[src/rtl/element_delay_tracker.sv]
// Tracks per-side integer sample delays by walking d until the squared-residual falls within +/-d,
// then hands one (pos, neg) delay pair per element to the delay-line stage over a valid/ack handshake.
module element_delay_tracker #(
    parameter int DW_INPUT    = 8,
    parameter int DW_INTEGER  = 18,
    parameter int DW_FRACTION = 6,
    parameter int DW_DELAY    = 14,
    parameter int MAX_STEPS   = 64
) (
    input  logic                                   clk,
    input  logic                                   rst,
    input  logic                                   initiate,
    input  logic [DW_INPUT+3:0]                    r_0,
    input  logic signed [DW_INTEGER+DW_FRACTION:0] term_pos_n,
    input  logic signed [DW_INTEGER+DW_FRACTION:0] term_neg_n,
    input  logic                                   term_ready,
    input  logic                                   term_last,
    output logic                                   term_ack,
    output logic [DW_DELAY-1:0]                    delay_pos,
    output logic [DW_DELAY-1:0]                    delay_neg,
    output logic [5:0]                             element_idx,
    output logic                                   delay_valid,
    input  logic                                   delay_ack,
    output logic                                   done,
    output logic                                   overflow
);

    localparam int EW = DW_INTEGER + DW_FRACTION + 3;
    localparam int SW = $clog2(MAX_STEPS + 1);
    localparam logic [DW_DELAY-1:0] D_ONE = 1;

    typedef enum logic [2:0] {
        S_IDLE,
        S_LOAD,
        S_OUT,
        S_WAIT_TERM,
        S_ADJUST
    } state_t;

    typedef struct packed {
        logic signed [EW-1:0] e;
        logic [DW_DELAY-1:0]  d;
        logic                 settled;
        logic                 blocked;
    } side_t;

    state_t               state;
    logic [DW_INPUT+3:0]  r0_q;
    logic signed [EW-1:0] e_pos, e_neg;
    logic [DW_DELAY-1:0]  d_pos, d_neg;
    logic [5:0]           idx;
    logic                 last_r;
    logic [SW-1:0]        step_cnt;
    side_t                adj_pos, adj_neg;

    // One +/-1 move of d; the residual tracks target - d^2, so moving d by one
    // subtracts or adds the difference of consecutive squares (2d+1 or 2d-1).
    function automatic side_t adjust_side(input logic signed [EW-1:0] e,
                                          input logic [DW_DELAY-1:0]  d);
        side_t                r;
        logic signed [EW-1:0] d_scaled;
        logic signed [EW-1:0] step_up;
        logic signed [EW-1:0] step_dn;
        d_scaled  = EW'({d, {DW_FRACTION{1'b0}}});
        step_up   = EW'({d, 1'b1, {DW_FRACTION{1'b0}}});
        step_dn   = EW'({d - D_ONE, 1'b1, {DW_FRACTION{1'b0}}});
        r.e       = e;
        r.d       = d;
        r.settled = 1'b1;
        r.blocked = 1'b0;
        if (e > d_scaled) begin
            if (&d) begin
                r.blocked = 1'b1;
            end else begin
                r.e       = e - step_up;
                r.d       = d + D_ONE;
                r.settled = 1'b0;
            end
        end else if (e < -d_scaled) begin
            if (d == '0) begin
                r.blocked = 1'b1;
            end else begin
                r.e       = e + step_dn;
                r.d       = d - D_ONE;
                r.settled = 1'b0;
            end
        end
        return r;
    endfunction

    always_comb begin
        adj_pos = adjust_side(e_pos, d_pos);
        adj_neg = adjust_side(e_neg, d_neg);
    end

    // Pulses (term_ack, done) default low every cycle; outputs are only loaded on entry to OUT.
    always_ff @(posedge clk) begin
        if (rst) begin
            state       <= S_IDLE;
            r0_q        <= '0;
            e_pos       <= '0;
            e_neg       <= '0;
            d_pos       <= '0;
            d_neg       <= '0;
            idx         <= '0;
            last_r      <= 1'b0;
            step_cnt    <= '0;
            term_ack    <= 1'b0;
            delay_pos   <= '0;
            delay_neg   <= '0;
            element_idx <= '0;
            delay_valid <= 1'b0;
            done        <= 1'b0;
            overflow    <= 1'b0;
        end else begin
            term_ack <= 1'b0;
            done     <= 1'b0;
            case (state)
                S_IDLE: begin
                    if (initiate) begin
                        r0_q     <= r_0;
                        overflow <= 1'b0;
                        state    <= S_LOAD;
                    end
                end
                S_LOAD: begin
                    d_pos       <= DW_DELAY'(r0_q);
                    d_neg       <= DW_DELAY'(r0_q);
                    e_pos       <= '0;
                    e_neg       <= '0;
                    idx         <= '0;
                    last_r      <= 1'b0;
                    delay_pos   <= DW_DELAY'(r0_q);
                    delay_neg   <= DW_DELAY'(r0_q);
                    element_idx <= '0;
                    delay_valid <= 1'b1;
                    state       <= S_OUT;
                end
                S_OUT: begin
                    if (delay_ack) begin
                        delay_valid <= 1'b0;
                        if (last_r) begin
                            done  <= 1'b1;
                            state <= S_IDLE;
                        end else begin
                            state <= S_WAIT_TERM;
                        end
                    end
                end
                S_WAIT_TERM: begin
                    if (term_ready) begin
                        e_pos    <= e_pos + EW'(term_pos_n);
                        e_neg    <= e_neg + EW'(term_neg_n);
                        last_r   <= term_last;
                        idx      <= idx + 6'd1;
                        term_ack <= 1'b1;
                        step_cnt <= '0;
                        state    <= S_ADJUST;
                    end
                end
                S_ADJUST: begin
                    if (adj_pos.blocked || adj_neg.blocked) begin
                        overflow <= 1'b1;
                    end
                    if (adj_pos.settled && adj_neg.settled) begin
                        delay_pos   <= d_pos;
                        delay_neg   <= d_neg;
                        element_idx <= idx;
                        delay_valid <= 1'b1;
                        state       <= S_OUT;
                    end else begin
                        e_pos    <= adj_pos.e;
                        e_neg    <= adj_neg.e;
                        d_pos    <= adj_pos.d;
                        d_neg    <= adj_neg.d;
                        step_cnt <= step_cnt + SW'(1);
                        // Step budget exhausted: publish wherever d has got to and flag it.
                        if (step_cnt == SW'(MAX_STEPS - 1)) begin
                            overflow    <= 1'b1;
                            delay_pos   <= adj_pos.d;
                            delay_neg   <= adj_neg.d;
                            element_idx <= idx;
                            delay_valid <= 1'b1;
                            state       <= S_OUT;
                        end
                    end
                end
                default: state <= S_IDLE;
            endcase
        end
    end

endmodule

[config.mk]
export PLATFORM = sky130hd
export DESIGN_NAME = element_delay_tracker
export DESIGN_NICKNAME = d
export VERILOG_FILES = /design/src/rtl/element_delay_tracker.sv
export SDC_FILE = /design/constraint.sdc
export NUM_CORES = 1
export LEC_CHECK = 0
export ABC_CLOCK_PERIOD_IN_PS = 12900
export BUFFER_PORTS_ARGS = -buffer_cell sky130_fd_sc_hd__buf_4
export CELL_PAD_IN_SITES_DETAIL_PLACEMENT = 0
export CELL_PAD_IN_SITES_GLOBAL_PLACEMENT = 2
export CORE_MARGIN = 2
export CORE_UTILIZATION = 40
export DETAILED_ROUTE_END_ITERATION = 10
export GPL_TIMING_DRIVEN = 0
export HOLD_SLACK_MARGIN = 0.12
export PLACE_DENSITY = 0.89
export SETUP_SLACK_MARGIN = 0.4
export SYNTH_ARGS = -nofsm -noshare
export SYNTH_HDL_FRONTEND = slang
export SYNTH_SLANG_ARGS = --single-unit
[constraint.sdc]
create_clock -name clk -period 12.9 [get_ports clk]
set_clock_uncertainty 0.15 [all_clocks]
set_input_delay 1.935 -clock clk [delete_from_list [all_inputs] [get_ports clk]]
set_output_delay 1.935 -clock clk [all_outputs]
set_load 0.005 [all_outputs]
# Yosys cells after proc, flatten, opt, wreduce, memory -nomap -nowiden
# Cells that the tools add are included.
dict set report totals {
  inputBits 68
  wordCells 134
  register_bits 149
  output_inout_bits 38
}
dict set report op_classes {
  addsub 14
  n_mux 56
  order_cmp 4
  n_reduce_logical 25
  eq_ne 16
  bitwise_logic 3
}
# cell n
set ops {}
lappend ops {{$mux W43} 4}
lappend ops {{$mux W42} 4}
lappend ops {{$pmux W27 S3} 2}
lappend ops {{$pmux W14 S2} 4}
lappend ops {{$mux W27} 4}
lappend ops {{$mux W14} 6}
lappend ops {{$add A27 B22 Y27} 2}
lappend ops {{$add A27 B25 Y27} 2}
lappend ops {{$gt A27 B21 Y1} 2}
lappend ops {{$lt A27 B27 Y1} 2}
lappend ops {{$neg A20 Y27} 2}
lappend ops {{$sub A27 B22 Y27} 2}
lappend ops {{$add A14 B1 Y14 const B} 2}
lappend ops {{$logic_not A14 Y1} 2}
lappend ops {{$reduce_and A14 Y1} 2}
lappend ops {{$sub A14 B1 Y14 const B} 2}
lappend ops {{$pmux W6 S2} 2}
lappend ops {{$ne A3 B3 Y1 const B} 7}
lappend ops {{$mux W6} 3}
lappend ops {{$mux W3} 5}
lappend ops {{$pmux W3 S5} 1}
lappend ops {{$mux W1} 14}
lappend ops {{$mux W7} 2}
lappend ops {{$pmux W7 S2} 1}
lappend ops {{other kinds (22)} 39}

# Depth between registers and ports, before layout
dict set report depth {
  ltp_word 10
  depth_mapped 21
  depth_no_buf 17
}

# Least setup slack after synthesis
# Ideal clock, no wire load.
dict set report synth_path {
  path_kind {register to register}
  from {register d_pos[0]}
  to {register delay_pos[6]}
  setup_slack_ps 7837
  required_time_ps 12664
  stages_incl_launch_ff 18
  arrival_ps 4827
  period_less_slack_ps 5063
  path_cell_list {dfxtp_1 -> inv_1 -> ha_1 -> or3b_1 -> buf_2 -> or4_4 -> nor4_1 -> xnor2_1 -> ha_1 -> nand3_1 -> a2111oi_0 -> o41ai_1 -> a31o_2 -> a31oi_1 -> nor3_1 -> a2111oi_0 -> a221oi_1 -> a211oi_1}
}
dict set report synth_via {
  elab_chain_len 7
  word_cells_on_any_way 17
}
# item line
set synth_rtl {}
lappend synth_rtl {{from (decl)} 50} ;# logic [DW_DELAY-1:0] d_pos, d_neg;
lappend synth_rtl {{from (signal assigned)} 127} ;# d_pos <= DW_DELAY'(r0_q);
lappend synth_rtl {{from (signal assigned)} 174} ;# d_pos <= adj_pos.d;
lappend synth_rtl {{$neg A20 Y27 (tied with other cells)} 79} ;# end else if (e < -d_scaled) begin
lappend synth_rtl {{$lt A27 B27 Y1 / $mux W42 (equally long branches)} {79, 80}}
lappend synth_rtl {{$mux W43} 79}
lappend synth_rtl {{$mux W43 *} 71} ;# if (e > d_scaled) begin
lappend synth_rtl {{$mux W14 / $logic_and A1 B1 Y1 (equally long branches)} {178, 165}}
lappend synth_rtl {{$mux W14 / $ne A3 B3 Y1 (equally long branches)} --}
lappend synth_rtl {{$pmux W14 S2 / $reduce_and A2 Y1 (equally long branches)} --}
lappend synth_rtl {{to (signal assigned)} 133} ;# delay_pos <= DW_DELAY'(r0_q);
lappend synth_rtl {{to (signal assigned)} 166} ;# delay_pos <= d_pos;
lappend synth_rtl {{to (signal assigned)} 180} ;# delay_pos <= adj_pos.d;
lappend synth_rtl {{to (decl)} 19} ;# output logic [DW_DELAY-1:0] delay_pos,
# Mark *: on every way between the ends. The rest lies on a longest branch, timed or not. The select of a mux whose other input is x is not followed.
# A chain may end at the register's enable or synchronous reset.

# Worst setup path after layout
# Same ends and word-level chain as after synthesis.

==> impl_metrics.py <==
metrics = {
    "outcome": {
        "status": "finished, final reports clean",
    },
    "detailed_routing": {
        "drc": 0,
        "detailroute.via_count": 15900,
        "vias_per_inst": 6.08,
        "post_drt_wl_per_cell_um": 22.7,
        "routed_wl_um": 59500,
        "detailedRoute.firstPassIterationCount": 5,
        "antenna_violating_nets_post_route": 0,
        "drtIter0Drc": 1263,
    },
    "timing": {
        "timing.fmax_ghz": 0.149,
        "hold_viol_final": 0,
        "rsz0062_at_grt": "no",
        "final_min_period_over_clock_period_pct": 52.0,
        "postLayoutSetupSlackWorst_ns": 6.19,
        "final_max_slew_viol_count": 0,
        "finalWorstPathRequiredPeriod_ns": 6.71,
        "worst_slew_pin_slew_ns": 1.39,
        "setup-violations-final": 0,
        "fin_tns_setup_ns": 0,
        "slew_headroom_pct": 7.50,
    },
    "clock_network": {
        "post_cts_buffers": 0,
        "path_clk_slew_ns": 0.08,
        "holdBufCountCts": 0,
        "cts-buffers-inserted": 17,
        "cts_tree": "built",
        "post_cts.resized_instances": 0,
        "clk-insertion-delay-late_ns": 0.46,
        "cts_num_sinks": 149,
        "clk_root_buffer_cell": "clkbuf_16",
        "ctsHtreeMaxLevel": 4,
        "cts_buffer_depth": 2,
    },
    "worst_hold_path": {
        "hold_class": "reg -> reg",
        "hold_depth": 2,
    },
    "synth": {
        "post_synth_num_cell_types": 96,
        "most_instantiated_flip_flop_cell_in_the_synthesis_netlist": "dfxtp_1",
        "post_synth_design_cell_area_mm2": 0.0153,
        "ys_async_sr_fraction_pct": 0,
        "synth_sequential_area_ratio_pct": 19.5,
        "yosys_warnings": 0,
        "synth_simple_gate_area_share_pct": 19.9,
        "synth_adder_area_share_pct": 15.5,
        "postSynthCellCount": 1975,
        "syn_avg_cell_area_um2": 7.76,
        "post_synth_mux_area_share_pct": 0.465,
        "mappedNetlistNets": 2231,
        "synth-seq-cells": 149,
        "count_of_flip_flops_with_a_built_in_enable_after_synthesis": 0,
        "synth_top_family_by_area": "compound AO/OA/AOI/OAI gates",
        "synth-xor-area-share_pct": 8.80,
        "synth_compound_gate_area_share_pct": 31.4,
    },
    "final_layout": {
        "area_growth_pct": 13.2,
        "layout.cells.non_filler": 2623,
        "fillers": 3899,
        "finish.instance_area_mm2": 0.0174,
        "num_antenna_cells": 0,
        "layout.cells.most_common_list": "a21oi_1, ha_1, nor2_1",
        "fin_nets": 2356,
        "layout-drive-gt1-share_pct": 10.3,
        "most_common_cell_after_layout_fill_and_taps_aside": "a21oi_1",
    },
    "critical_path": {
        "crit_end": "delay_pos[6]$_SDFFE_PP0P_",
        "timing.critical_path.slowest_stage_cell": "a31oi_1",
        "timing.rr.end": "delay_pos[6]$_SDFFE_PP0P_",
        "path_buf_inv": 2,
        "critical_path_depth": 17,
        "worst_path_dominant_cell_family": "compound AO/OA/AOI/OAI gates",
        "worst_ep_required_time_ns": 13.11,
        "ff2ff_path_depth": 17,
        "path_cells": "inv_1 -> ha_1 -> or3b_1 -> buf_2 -> or4_4 -> nor4_2 -> xnor2_1 -> ha_1 -> nand3_1 -> a2111oi_0 -> o41ai_1 -> a31o_2 -> a31oi_1 -> nor3_1 -> a2111oi_0 -> a221oi_1 -> a211oi_1",
        "slowest_delay_ns": 0.78,
        "worst_path_fanout_max": 9,
        "worst_ep_arrival_time_ns": 6.91,
        "timing.critical_path.from": "d_pos[0]$_SDFFE_PP0P_",
        "timing.setup.critical_path_class": "reg -> reg",
        "cp-end-kind": "register",
        "rr_startpoint": "d_pos[0]$_SDFFE_PP0P_",
        "r2r_slack_ns": 6.19,
        "setup.worst_path.start_class": "register",
    },
    "placement": {
        "gpl.final_weighted_congestion": 0.936,
        "place.detailed.instances": 2591,
        "placed_cell_areas_mm2": 0.0168,
        "pre_cts_ws_ns": 5.99,
        "numPortBuffers": 105,
        "post-dp-hpwl_um": 46600,
    },
    "power_and_ir_drop": {
        "power.combinational.fraction_pct": 74.4,
        "max-vdd-ir-drop_mv": 0.105,
        "p_total_uw": 4580,
        "total_switching_power_uw": 2430,
        "p_clk_share_pct": 11.4,
        "power.density_cell_area_mw_per_mm2": 264,
        "p_leak_uw": 0.00708,
        "power.share.sequential_pct": 14.2,
        "internal_power_contribution_uw": 2140,
        "swShare_pct": 53.2,
    },
    "floorplanning": {
        "core_region_area_mm2": 0.0377,
        "die_x_um": 200,
        "die_area_mm2": 0.0399,
        "fp.dieH_um": 200,
        "rows": 71,
        "initial_utilization_pct": 40.7,
        "io_pins": 106,
    },
    "global_route": {
        "grt_max_degree": 17,
        "remaining_overflow_grt": 0,
        "grt_usage_pct": 29.8,
        "antenna_found_initial": 1,
        "grt_pass1_vias": 15100,
        "grt_first_pass_wirelength_um": 90000,
    },
    "run": {
        "maxCapViolCount": 0,
    },
}
[layer usage]
layer	vias to the layer above	wire (µm)	share of wire (%)	track usage, %
li1	7703	-	-	-
met1	7655	26900	45	39.9
met2	489	27300	46	49.0
met3	89	3160	5.3	4.12
met4	0	2110	3.5	10.5
met5	-	0	0	0
[flip-flops by register name, indices dropped and copies added (netlist names)]
register / flops
e_neg: 27
e_pos: 27
d_neg: 14
d_pos: 14
delay_neg: 14
delay_pos: 14
r0_q: 12
step_cnt: 7
element_idx: 6
idx: 6
state: 3
delay_valid: 1
done: 1
last_r: 1
overflow: 1
term_ack: 1
[worst min-delay path: cells and delay by family, from the launching register on]
kind / cells / cell delay (ns)
DFF: 1 / 0.31
and+or+nand+nor: 1 / 0.05
AOI/OAI and AO/OA: 1 / 0.05
[layout make-up]
class / instances / area, µm² / area share [%]
Multi-Input combinational cell: 1665 / 11700 / 67.2
Sequential cell: 149 / 2980 / 17.2
Timing Repair Buffer: 106 / 796 / 4.58
Tap cell: 511 / 639 / 3.68
Buffer: 100 / 458 / 2.64
Clock buffer: 17 / 425 / 2.45
Inverter: 61 / 229 / 1.32
Clock inverter: 14 / 160 / 0.923
[power groups by stage]
stage	Clock [µW]	Sequential, µW	Combinational, µW
after floorplan	0	615	2510
after global placement	0	657	3300
after detailed placement	0	657	3330
after CTS	529	647	3350
after global routing	545	659	3730
final	520	649	3410
[per-stage QoR]
stage,utilization [%],hold slack (ns)
after detailed placement,44.5,0.305
after global placement,44.5,0.292
final,46.1,0.312
after global routing,46.1,0.330
after CTS,46.1,0.316
after floorplan,-,0.282
[cells in the mapped netlist, types with 38 or more instances]
library cell / n / area, µm²
dfxtp_1: 149 / 2980
clkbuf_1: 62 / 233
nand2_1: 140 / 526
a211oi_1: 61 / 458
xor2_1: 38 / 333
xnor2_1: 116 / 1020
inv_1: 56 / 210
ha_1: 184 / 2300
nand3_1: 58 / 290
nor2_1: 175 / 657
a21oi_1: 186 / 931
nor3_1: 44 / 220
o21ai_0: 121 / 606
a21o_1: 41 / 308
[how the worst min path moves through the flow]
stage	from	endpoint	slack (ns)
after floorplan	r0_q[0]$_SDFFE_PP0P_	r0_q[0]$_SDFFE_PP0P_	0.28
after global placement	r0_q[11]$_SDFFE_PP0P_	r0_q[11]$_SDFFE_PP0P_	0.29
after detailed placement	r0_q[1]$_SDFFE_PP0P_	r0_q[1]$_SDFFE_PP0P_	0.31
after CTS	r0_q[1]$_SDFFE_PP0P_	r0_q[1]$_SDFFE_PP0P_	0.32
after global routing	r0_q[11]$_SDFFE_PP0P_	r0_q[11]$_SDFFE_PP0P_	0.33
final	r0_q[1]$_SDFFE_PP0P_	r0_q[1]$_SDFFE_PP0P_	0.31
[logic make-up after synthesis]
logic type	after synthesis
adder cells (fa/ha/maj)	188
flip-flops	149
XOR/XNOR	154
AO/OA/AOI/OAI	708
AND/OR/NAND/NOR	608
buffers and inverters	161
multiplexers	7
Note: power is estimated with default switching activity, not from simulation.
